**config.mk**
```make
export PLATFORM = sky130hd
export DESIGN_NAME = bist_spi_test_engine
export DESIGN_NICKNAME = d
export VERILOG_FILES = /design/src/rtl/bist_spi_pkg.sv /design/src/rtl/bist_lfsr.sv /design/src/rtl/bist_spi_test_engine.sv
export SDC_FILE = /design/constraint.sdc
export NUM_CORES = 1
export LEC_CHECK = 0
export ABC_AREA = 1
export CAP_MARGIN = 20
export CELL_PAD_IN_SITES_DETAIL_PLACEMENT = 1
export CELL_PAD_IN_SITES_GLOBAL_PLACEMENT = 2
export CORE_MARGIN = 2
export CORE_UTILIZATION = 38
export CTS_BUF_LIST = sky130_fd_sc_hd__clkbuf_8
export CTS_CLUSTER_DIAMETER = 50
export DETAILED_ROUTE_END_ITERATION = 10
export HOLD_SLACK_MARGIN = 0.02
export PLACE_DENSITY = 0.86
export SLEW_MARGIN = 5
export SYNTH_ARGS = -nofsm -noshare
export SYNTH_HDL_FRONTEND = slang
export SYNTH_SLANG_ARGS = --single-unit
```
**constraint.sdc**
```tcl
create_clock -name clk -period 2 [get_ports clk]
set_input_delay 0.6 -clock clk [delete_from_list [all_inputs] [get_ports clk]]
set_output_delay 0.6 -clock clk [all_outputs]
set_load 0.01 [all_outputs]
```
**src/rtl/bist_spi_pkg.sv**
```systemverilog
// Shared types and constants for the SPI loopback self-test engine.
package bist_spi_pkg;

  typedef enum logic [2:0] {
    ST_IDLE   = 3'd0,
    ST_LOAD   = 3'd1,
    ST_SHIFT  = 3'd2,
    ST_CHECK  = 3'd3,
    ST_FINISH = 3'd4
  } state_t;

  // Feedback taps b7, b5, b4, b3 of the 8-bit Fibonacci LFSR.
  localparam logic [7:0] LFSR_TAPS    = 8'b1011_1000;
  localparam logic [7:0] DEFAULT_SEED = 8'hA5;
  localparam int         ERR_W        = 8;

  // One LFSR step: shift left, new LSB is the XOR of the tapped bits.
  function automatic logic [7:0] lfsr_step(input logic [7:0] value);
    return {value[6:0], ^(value & LFSR_TAPS)};
  endfunction

endpackage

```
**src/rtl/bist_lfsr.sv**
```systemverilog
// 8-bit Fibonacci LFSR pattern source with synchronous seed load and step.
module bist_lfsr
  import bist_spi_pkg::*;
#(
  parameter logic [7:0] RESET_VALUE = DEFAULT_SEED
) (
  input  logic       clk,
  input  logic       reset,
  input  logic       load,
  input  logic       advance,
  input  logic [7:0] seed,
  output logic [7:0] value
);

  logic [7:0] value_r;

  // Pattern register: load wins over advance, otherwise hold.
  always_ff @(posedge clk) begin
    if (reset) begin
      value_r <= RESET_VALUE;
    end else if (load) begin
      value_r <= seed;
    end else if (advance) begin
      value_r <= lfsr_step(value_r);
    end else begin
      value_r <= value_r;
    end
  end

  assign value = value_r;

endmodule

```
**src/rtl/bist_spi_test_engine.sv**
```systemverilog
// SPI mode-0 loopback self-test: sends LFSR words, compares the echo,
// counts mismatching frames and reports done/pass.
module bist_spi_test_engine
  import bist_spi_pkg::*;
#(
  parameter int         DATA_W       = 8,
  parameter int         NUM_PATTERNS = 16,
  parameter int         CLK_DIV      = 2,
  parameter logic [7:0] LFSR_SEED    = DEFAULT_SEED
) (
  input  logic             clk,
  input  logic             reset,
  input  logic             start_test,
  input  logic             miso,
  output logic             sclk,
  output logic             mosi,
  output logic             cs_n,
  output logic             busy,
  output logic             done,
  output logic             pass,
  output logic [ERR_W-1:0] err_count
);

  localparam int               DIV_W      = (CLK_DIV > 1) ? $clog2(CLK_DIV) : 1;
  localparam int               BIT_W      = $clog2(DATA_W);
  localparam logic [DIV_W-1:0] DIV_LAST   = DIV_W'(CLK_DIV - 1);
  localparam logic [BIT_W-1:0] BIT_LAST   = BIT_W'(DATA_W - 1);
  localparam logic [7:0]       FRAME_LAST = 8'(NUM_PATTERNS - 1);
  localparam logic [ERR_W-1:0] ERR_MAX    = {ERR_W{1'b1}};

  state_t            state_r;
  state_t            next_state_s;
  logic [DIV_W-1:0]  div_cnt_r;
  logic [BIT_W-1:0]  bit_cnt_r;
  logic [7:0]        frame_cnt_r;
  logic [DATA_W-1:0] tx_r;
  logic [DATA_W-1:0] rx_r;
  logic [7:0]        pattern_s;
  logic [7:0]        pattern_next_s;
  logic              start_s;
  logic              div_tick_s;
  logic              rise_s;
  logic              fall_s;
  logic              last_fall_s;
  logic              mismatch_s;
  logic              sclk_s;
  logic              mosi_s;
  logic              cs_n_s;
  logic              busy_s;
  logic              done_s;

  assign start_s = (state_r == ST_IDLE) && start_test;

  // The pattern under test stays stable from LOAD through CHECK.
  bist_lfsr #(
    .RESET_VALUE (LFSR_SEED)
  ) u_lfsr (
    .clk     (clk),
    .reset   (reset),
    .load    (start_s),
    .advance (state_r == ST_CHECK),
    .seed    (LFSR_SEED),
    .value   (pattern_s)
  );

  // Word that will be in the LFSR once the next LOAD is entered.
  always_comb begin
    if (start_s) begin
      pattern_next_s = LFSR_SEED;
    end else begin
      pattern_next_s = lfsr_step(pattern_s);
    end
  end

  // Divider tick and sclk edge strobes while shifting.
  always_comb begin
    div_tick_s  = (div_cnt_r == DIV_LAST);
    rise_s      = (state_r == ST_SHIFT) && div_tick_s && !sclk;
    fall_s      = (state_r == ST_SHIFT) && div_tick_s && sclk;
    last_fall_s = fall_s && (bit_cnt_r == BIT_LAST);
    mismatch_s  = (rx_r != pattern_s);
  end

  // FSM state register.
  always_ff @(posedge clk) begin
    if (reset) begin
      state_r <= ST_IDLE;
    end else begin
      state_r <= next_state_s;
    end
  end

  // FSM next-state logic.
  always_comb begin
    next_state_s = state_r;
    case (state_r)
      ST_IDLE:   next_state_s = start_test ? ST_LOAD : ST_IDLE;
      ST_LOAD:   next_state_s = ST_SHIFT;
      ST_SHIFT:  next_state_s = last_fall_s ? ST_CHECK : ST_SHIFT;
      ST_CHECK:  next_state_s = (frame_cnt_r == FRAME_LAST) ? ST_FINISH : ST_LOAD;
      ST_FINISH: next_state_s = ST_IDLE;
      default:   next_state_s = ST_IDLE;
    endcase
  end

  // FSM outputs, computed for the upcoming state so the registers line up with it.
  always_comb begin
    cs_n_s = !((next_state_s == ST_LOAD) || (next_state_s == ST_SHIFT));
    busy_s = (next_state_s != ST_IDLE);
    done_s = (next_state_s == ST_FINISH);
    if (next_state_s == ST_SHIFT) begin
      if ((state_r == ST_SHIFT) && div_tick_s) begin
        sclk_s = !sclk;
      end else begin
        sclk_s = sclk;
      end
    end else begin
      sclk_s = 1'b0;
    end
    if (next_state_s == ST_LOAD) begin
      mosi_s = pattern_next_s[7];
    end else if (fall_s) begin
      mosi_s = tx_r[DATA_W-2];
    end else begin
      mosi_s = mosi;
    end
  end

  // Registered SPI and status outputs.
  always_ff @(posedge clk) begin
    if (reset) begin
      sclk <= 1'b0;
      mosi <= 1'b0;
      cs_n <= 1'b1;
      busy <= 1'b0;
      done <= 1'b0;
    end else begin
      sclk <= sclk_s;
      mosi <= mosi_s;
      cs_n <= cs_n_s;
      busy <= busy_s;
      done <= done_s;
    end
  end

  // Shift datapath, frame bookkeeping and result accumulation.
  always_ff @(posedge clk) begin
    if (reset) begin
      div_cnt_r   <= {DIV_W{1'b0}};
      bit_cnt_r   <= {BIT_W{1'b0}};
      frame_cnt_r <= 8'd0;
      tx_r        <= {DATA_W{1'b0}};
      rx_r        <= {DATA_W{1'b0}};
      err_count   <= {ERR_W{1'b0}};
      pass        <= 1'b0;
    end else begin
      if (state_r == ST_SHIFT) begin
        div_cnt_r <= div_tick_s ? {DIV_W{1'b0}} : div_cnt_r + DIV_W'(1);
      end else begin
        div_cnt_r <= {DIV_W{1'b0}};
      end
      if (state_r == ST_LOAD) begin
        bit_cnt_r <= {BIT_W{1'b0}};
      end else if (fall_s) begin
        bit_cnt_r <= bit_cnt_r + BIT_W'(1);
      end
      if (next_state_s == ST_LOAD) begin
        tx_r <= pattern_next_s;
      end else if (fall_s) begin
        tx_r <= {tx_r[DATA_W-2:0], 1'b0};
      end
      if (rise_s) begin
        rx_r <= {rx_r[DATA_W-2:0], miso};
      end
      if (start_s) begin
        frame_cnt_r <= 8'd0;
        err_count   <= {ERR_W{1'b0}};
        pass        <= 1'b0;
      end else if (state_r == ST_CHECK) begin
        frame_cnt_r <= frame_cnt_r + 8'd1;
        if (mismatch_s && (err_count != ERR_MAX)) begin
          err_count <= err_count + ERR_W'(1);
        end
      end else if (state_r == ST_FINISH) begin
        pass <= (err_count == {ERR_W{1'b0}});
      end
    end
  end

endmodule

```
==> results of run 1 <==
[kinds of logic (layout without fill, tap and decap cells)]
group / Yosys count / count (layout) / share of synthesized area (%)
AND/OR/NAND/NOR: 165 / 165 / 30.5
AO/OA/AOI/OAI: 64 / 64 / 14.4
flip-flops: 52 / 52 / 41.1
buffers and inverters: 49 / 74 / 8.35
XOR/XNOR: 9 / 9 / 3.11
adder cells (fa/ha/maj): 5 / 5 / 2.47
[state kept, by name, summed over array words and instances (netlist names)]
register and cells:
tx_r 7, u_lfsr.value 8, frame_cnt_r 8, bit_cnt_r 3, mosi 1, pass 1, busy 1, rx_r 8
cs_n 1, state_r 3, div_cnt_r 1, err_count 8, sclk 1, done 1
[final cells by class]
cell class	instances	area [um^2]	share of cell area (%)
multi-input combinational	243	1280	44.2
sequential	52	1040	36.0
timing repair buffer	25	230	7.94
inverter	41	154	5.31
tap	77	96.3	3.32
clock buffer	6	82.6	2.85
clock inverter	2	11.3	0.389
[cells in the final DEF (no fill, tap or decap), types with 2 or more instances in the layout]
cell | synthesis | routed
a21oi_1 | 36 | 36
xor2_1 | 4 | 4
nand2_2 | 3 | 3
o21ai_0 | 17 | 17
nand4_1 | 6 | 6
a21oi_2 | 4 | 4
o21ai_1 | 2 | 2
nand3_2 | 2 | 2
nor2_2 | 5 | 5
dfxtp_2 | 0 | 2
dfxtp_1 | 52 | 50
nand3_4 | 2 | 2
clkdlybuf4s50_1 | 0 | 17
inv_1 | 37 | 38
ha_1 | 5 | 5
nand2_1 | 89 | 89
nand3_1 | 26 | 26
inv_2 | 4 | 4
buf_4 | 0 | 8
nor2_1 | 23 | 23
nor3_1 | 3 | 3
xnor2_1 | 5 | 5
clkbuf_8 | 0 | 6
[power by group]
part / switching [mW] / total (mW) / internal (mW)
logic: 0.102 / 0.165 / 0.0625
clock network: 0.359 / 0.636 / 0.277
registers: 0.0185 / 1.08 / 1.06
[metal layers]
layer	vias up	global-route usage [%]	wire, um	part of all wire [%]
li1	1158	-	-	-
met1	1029	24.8	3110	49
met2	20	31.3	3040	48
met3	4	3.18	153	2.4
met4	0	5.48	65	1.0
met5	-	0	0	0
[through the flow]
step / util (%) / cell area (um^2)
finish: 45.4 / 2900
global route: 45.4 / 2900
CTS: 45.3 / 2900
detailed placement: 43.9 / 2800
global placement: 43.9 / 2800
floorplan: - / 2530
[worst max-delay path by stage]
stage / endpoint / cells past startpoint / startpoint
finish: err_count[3] / 1 / err_count[3]
global route: err_count[3] / 1 / err_count[3]
CTS: err_count[3] / 1 / err_count[3]
detailed placement: u_lfsr.value[2] / 5 / reset
global placement: u_lfsr.value[2] / 5 / reset
floorplan: err_count[2] / 7 / err_count[0]
==> reports/results.txt, run 1 <==
Initial DRC count - 72
Worst hold path class - flip-flop to flip-flop
First-pass DRT Iterations - 4
Worst Tran Pin Value - 0.458 ns
Commonest cells post-synth - 89 x nand2_1, 52 x dfxtp_1, 37 x inv_1
Dpl ws - 0.0546 ns
Leak pwr - 1.12 nW
WL per Instance - 14.3 um
Routed Wire Length - 6370 um
Chip width - 85.6 um
Fin crit share - 97.6%
Share of layout cells above drive strength 1 - 11.9%
PwrDens - 648 mW/mm^2
Root buffer cell - clkbuf_8
Pin count of the biggest net entering global routing - 19
Avg Cell Area, Syn - 7.36 um^2
Tmin final - 1.95 ns
Post-route DRC - 0
Largest stage delay, worst path - 0.59 ns
PortBufs - 17
Register bit total from synthesis - 52
Post-synth EDFFs - 0
Critical path class - flip-flop to output port
Hold-fix buffers at CTS - 0
Setup Buffers After CTS - 0
Top post-synthesis cells by area - dfxtp_1 41%, nand2_1 13%, a21oi_1 7.1%
Detail Placement HPWL - 4760 um
Power, Total - 1.88 mW
Type of origin of the critical path - flip-flop
Fin. max-slew vios - 0
Clock sink count - 52
Hold Path Origin - tx_r[6]
Post-Syn Area - 0.00253 mm^2
First-pass GRT wire length - 10800 um
DIE AREA - 0.00733 mm^2
GPL Wtd Cong - 0.772
Crit end category - output port
Final Hold Fails - 0
Clk_skew - 0.00837 ns
Most numerous cell in the Yosys netlist - nand2_1
Sequential share of the synthesized area - 41.1%
Vias post-DR - 2211
CP max FO - 6
Top Family by Delay on Critical Path - buffers and inverters
Routed Antenna Nets - 0
CP arrival - 1.35 ns
Final number of setup-violating endpoints - 0
Slew headroom - 69.4%
VDD IR-drop max - 0.000316 V
CTS Buffer Depth - 2
Final non-filler cell total - 446
CORE AREA - 0.00639 mm^2
Reg clk slew, reported paths - 0.10 ns
Outcome - completed
Initial antenna violation count - 0
Number of antenna diodes - 0
Vias in the first global route - 2204
Setup slack after layout - 0.0475 ns
Hold path cells - 2
Cell total after placement - 438
Post-synth net total - 353
Synth async-reset ratio - 0%
RSZ-0062 raised after global routing - no
CP max-delay cell - clkdlybuf4s50_1
Max Fclk - 512 MHz
I/O Pins - 18
Post-cts repair resize count - 0
TritonCTS Buffers - 5
Reg-to-Reg Start - frame_cnt_r[1]
Mapped Cells - 344
Clock Latency Late Sink - 0.31 ns
Buf/Inv on CP - 1
Congestion Overflow GR - 0
Final setup TNS - 0 ns
Htree depth - 2
Ys flop type - dfxtp_1
DR vias/cell - 4.96
Top-area cell type share of the netlist area - 41.1%
Layout area overhead - 14.4%
CTS tree - built
Initial core utilization - 39.7%
Fill count - 803
Num rows - 29
Fin Hold WS - 0.471 ns
Reg2reg end - cs_n
Nets@finish - 377
Max Cap Viol - 0
Flop2flop setup slack - 0.29 ns
Die Ht - 85.6 um
Reg2reg path depth - 8
Synth area leader - dfxtp_1
Crit path required time - 1.40 ns
Hold EP - tx_r[6]
Tot GR Track Use - 18.7%
Netlist cell types - 33
Cell-by-cell trace of the critical path - clkdlybuf4s50_1
Ys Warns - 0
Note: power is estimated with default switching activity, not from simulation.
==> run 2: changes to the inputs <==
--- a/config.mk
+++ b/config.mk
@@ -5,17 +5,17 @@
 export SDC_FILE = /design/constraint.sdc
 export NUM_CORES = 1
 export LEC_CHECK = 0
-export ABC_AREA = 1
 export CAP_MARGIN = 20
 export CELL_PAD_IN_SITES_DETAIL_PLACEMENT = 1
 export CELL_PAD_IN_SITES_GLOBAL_PLACEMENT = 2
 export CORE_MARGIN = 2
-export CORE_UTILIZATION = 38
+export CORE_UTILIZATION = 40
 export CTS_BUF_LIST = sky130_fd_sc_hd__clkbuf_8
 export CTS_CLUSTER_DIAMETER = 50
+export CTS_CLUSTER_SIZE = 20
 export DETAILED_ROUTE_END_ITERATION = 10
 export HOLD_SLACK_MARGIN = 0.02
-export PLACE_DENSITY = 0.86
+export PLACE_DENSITY = 0.93
 export SLEW_MARGIN = 5
 export SYNTH_ARGS = -nofsm -noshare
 export SYNTH_HDL_FRONTEND = slang
==> run 2 against run 1 <==
  * Register-to-register slack got worse by 0.04 ns
  * Final cell count fell by 21%
  * Worst hold slack got worse by 0.0082 ns
  * Via count fell by 15%
  * Largest power group unchanged
  * Highest routed layer unchanged
==> reports/results.txt, run 2 <==
Nets@finish - 290 (was 377)
Reg clk slew, reported paths - 0.09 ns (was 0.10 ns)
RSZ-0062 raised after global routing - no (unchanged)
I/O Pins - 18 (unchanged)
Setup Buffers After CTS - 0 (unchanged)
Largest stage delay, worst path - 0.58 ns (was 0.59 ns)
Final number of setup-violating endpoints - 0 (unchanged)
Design area - 0.00274 mm^2 (was 0.00290 mm^2)
Commonest non-fill, non-tap cell in the layout - dfxtp_1 (was nand2_1)
Dpl cell area - 0.00265 mm^2 (was 0.00280 mm^2)
Num rows - 27 (was 29)
Crit path required time - 1.40 ns (about the same)
Final non-filler cell total - 354 (was 446)
Commonest cells after routing, fill and taps aside - 51 x dfxtp_1, 32 x nor2_1, 31 x nand2_1, 21 x buf_4, 17 x clkdlybuf4s50_1 (was 89 x nand2_1, 50 x dfxtp_1, 38 x inv_1, 36 x a21oi_1, 26 x nand3_1)
TritonCTS Buffers - 5 (unchanged)
Hold-fix buffers at CTS - 0 (unchanged)
Netlist cell types - 44 (was 33)
Fin. max-slew vios - 0 (unchanged)
Post-synth net total - 255 (was 353)
Multi-input logic area - 0.00118 mm^2 (was 0.00128 mm^2)
Vias post-DR - 1876 (was 2211)
Clk_skew - 0.00584 ns (was 0.00837 ns)
CP max FO - 6 (unchanged)
Tot GR Track Use - 18.4% (was 18.7%)
Worst Tran Pin Value - 0.477 ns (was 0.458 ns)
Detail Placement HPWL - 4040 um (was 4760 um)
Commonest cells post-synth - 52 x dfxtp_1, 32 x nor2_1, 31 x nand2_1 (was 89 x nand2_1, 52 x dfxtp_1, 37 x inv_1)
CTS tree - built (unchanged)
Fin crit share - 96.4% (was 97.6%)
Ys flop type - dfxtp_1 (unchanged)
Clock sink count - 52 (unchanged)
Initial DRC count - 75 (was 72)
DIE AREA - 0.00632 mm^2 (was 0.00733 mm^2)
Tmin final - 1.93 ns (was 1.95 ns)
Most numerous cell in the Yosys netlist - dfxtp_1 (was nand2_1)
Type of origin of the critical path - flip-flop (unchanged)
Leak pwr - 1.08 nW (was 1.12 nW)
Register bit total from synthesis - 52 (unchanged)
Max Cap Viol - 0 (unchanged)
Post-synth EDFFs - 0 (unchanged)
Synth area leader - dfxtp_1 (unchanged)
Critical path class - flip-flop to output port (unchanged)
WL per Instance - 15.0 um (was 14.3 um)
Routed Antenna Nets - 0 (unchanged)
Routed Wire Length - 5320 um (was 6370 um)
Pin count of the biggest net entering global routing - 18 (was 19)
Post-cts repair resize count - 0 (unchanged)
First-pass GRT wire length - 9090 um (was 10800 um)
PwrDens - 668 mW/mm^2 (was 648 mW/mm^2)
Cell-by-cell trace of the critical path - clkdlybuf4s50_1 (unchanged)
Die Ht - 79.5 um (was 85.6 um)
CP arrival - 1.33 ns (was 1.35 ns)
CTS Buffer Depth - 2 (unchanged)
Root buffer cell - clkbuf_8 (unchanged)
Mapped Cells - 246 (was 344)
Share of layout cells above drive strength 1 - 12.4% (was 11.9%)
Outcome - completed (unchanged)
Worst hold path class - flip-flop to flip-flop (unchanged)
Synth async-reset ratio - 0% (unchanged)
Layout area overhead - 20.3% (was 14.4%)
Top post-synthesis cells by area - dfxtp_1 46%, mux2i_1 7.0%, xor2_1 5.4% (was dfxtp_1 41%, nand2_1 13%, a21oi_1 7.1%)
Vias in the first global route - 1954 (was 2204)
Top Family by Delay on Critical Path - buffers and inverters (unchanged)
Final setup TNS - 0 ns (unchanged)
DR vias/cell - 5.30 (was 4.96)
Avg Cell Area, Syn - 9.27 um^2 (was 7.36 um^2)
Max Fclk - 519 MHz (was 512 MHz)
Post-Syn Area - 0.00228 mm^2 (was 0.00253 mm^2)
Htree depth - 2 (unchanged)
Post-route DRC - 0 (unchanged)
Initial antenna violation count - 0 (unchanged)
Top-area cell type share of the netlist area - 45.6% (was 41.1%)
CORE AREA - 0.00551 mm^2 (was 0.00639 mm^2)
CP max-delay cell - clkdlybuf4s50_1 (unchanged)
Cell total after placement - 346 (was 438)
Final Hold Fails - 0 (unchanged)
Chip width - 79.5 um (was 85.6 um)
Initial core utilization - 41.4% (was 39.7%)
VDD IR-drop max - 0.000328 V (was 0.000316 V)
Congestion Overflow GR - 0 (unchanged)
Ys Warns - 0 (unchanged)
Crit end category - output port (unchanged)
Slew headroom - 68.0% (was 69.4%)
Number of antenna diodes - 0 (unchanged)
FF+latch area - 0.00104 mm^2 (about the same)
Buf/Inv on CP - 1 (unchanged)
GPL Wtd Cong - 0.782 (was 0.772)
Clock Latency Late Sink - 0.30 ns (was 0.31 ns)
First-pass DRT Iterations - 4 (unchanged)
Fill count - 639 (was 803)
Sequential share of the synthesized area - 45.6% (was 41.1%)
PortBufs - 17 (unchanged)
-- run 2: cell count changes after synthesis, sizes merged, moves of 10 or more --
| cell | change |
|---|---|
| a21oi | -31 |
| inv | -37 |
| mux2i | +16 |
| nand2 | -62 |
| nand3 | -22 |
| o21ai | -20 |
| xor2 | +10 |
-- run 2: worst paths after layout --
check | start | end | slack [ns] | depth (start not counted)
worst max-delay path | sclk | sclk | 0.07 | 1
worst max register to register | state_r[1] | err_count[7] | 0.25 | 5
worst min register to register | pass | pass | 0.46 | 2
worst min-delay path | pass | pass | 0.46 | 2
-- run 2: metrics by stage --
stage	setup slack (ns)	power, mW	utilization, %	hold slack, ns
5_1_grt	0.0104	1.91	49.8	0.505
2_1_floorplan	0.248	1.18	-	0.437
4_1_cts	0.0233	1.85	49.8	0.464
3_5_place_dp	-0.152	1.25	48.2	0.452
6_report	0.0716	1.83	49.8	0.463
3_3_place_gp	-0.110	1.25	48.2	0.446
-- run 2: area by class of cell --
class	count	area share, %
Clock buffer	6	3.01
Multi-Input combinational cell	180	43.0
Timing Repair Buffer	38	11.9
Inverter	4	0.547
Sequential cell	52	38.0
Clock inverter	2	0.274
Tap cell	72	3.28
-- run 2: metal layers --
metal / part of all wire (%) / global-route usage (%)
met2: 50 / 31.0
met5: 0 / 0
met4: 2.2 / 7.41
met3: 2.3 / 3.17
met1: 46 / 23.2
-- run 2: cell families (layout without fill, tap and decap cells) --
family	Yosys count	count (layout)	share of synthesized area [%]
AOI/OAI and AO/OA	30	30	9.38
buffers and inverters	14	50	2.69
and+or+nand+nor	108	108	24.5
DFF	52	52	45.6
adders and majority gates	5	5	2.74
xor gates and xnor gates	21	21	8.06
muxes	16	16	7.02
-- run 2: power breakdown --
group | internal [mW] | switching [mW] | leakage, nW
Sequential | 1.06 | 0.0206 | 0.422
Clock | 0.273 | 0.328 | 0.0538
Combinational | 0.0745 | 0.0789 | 0.607
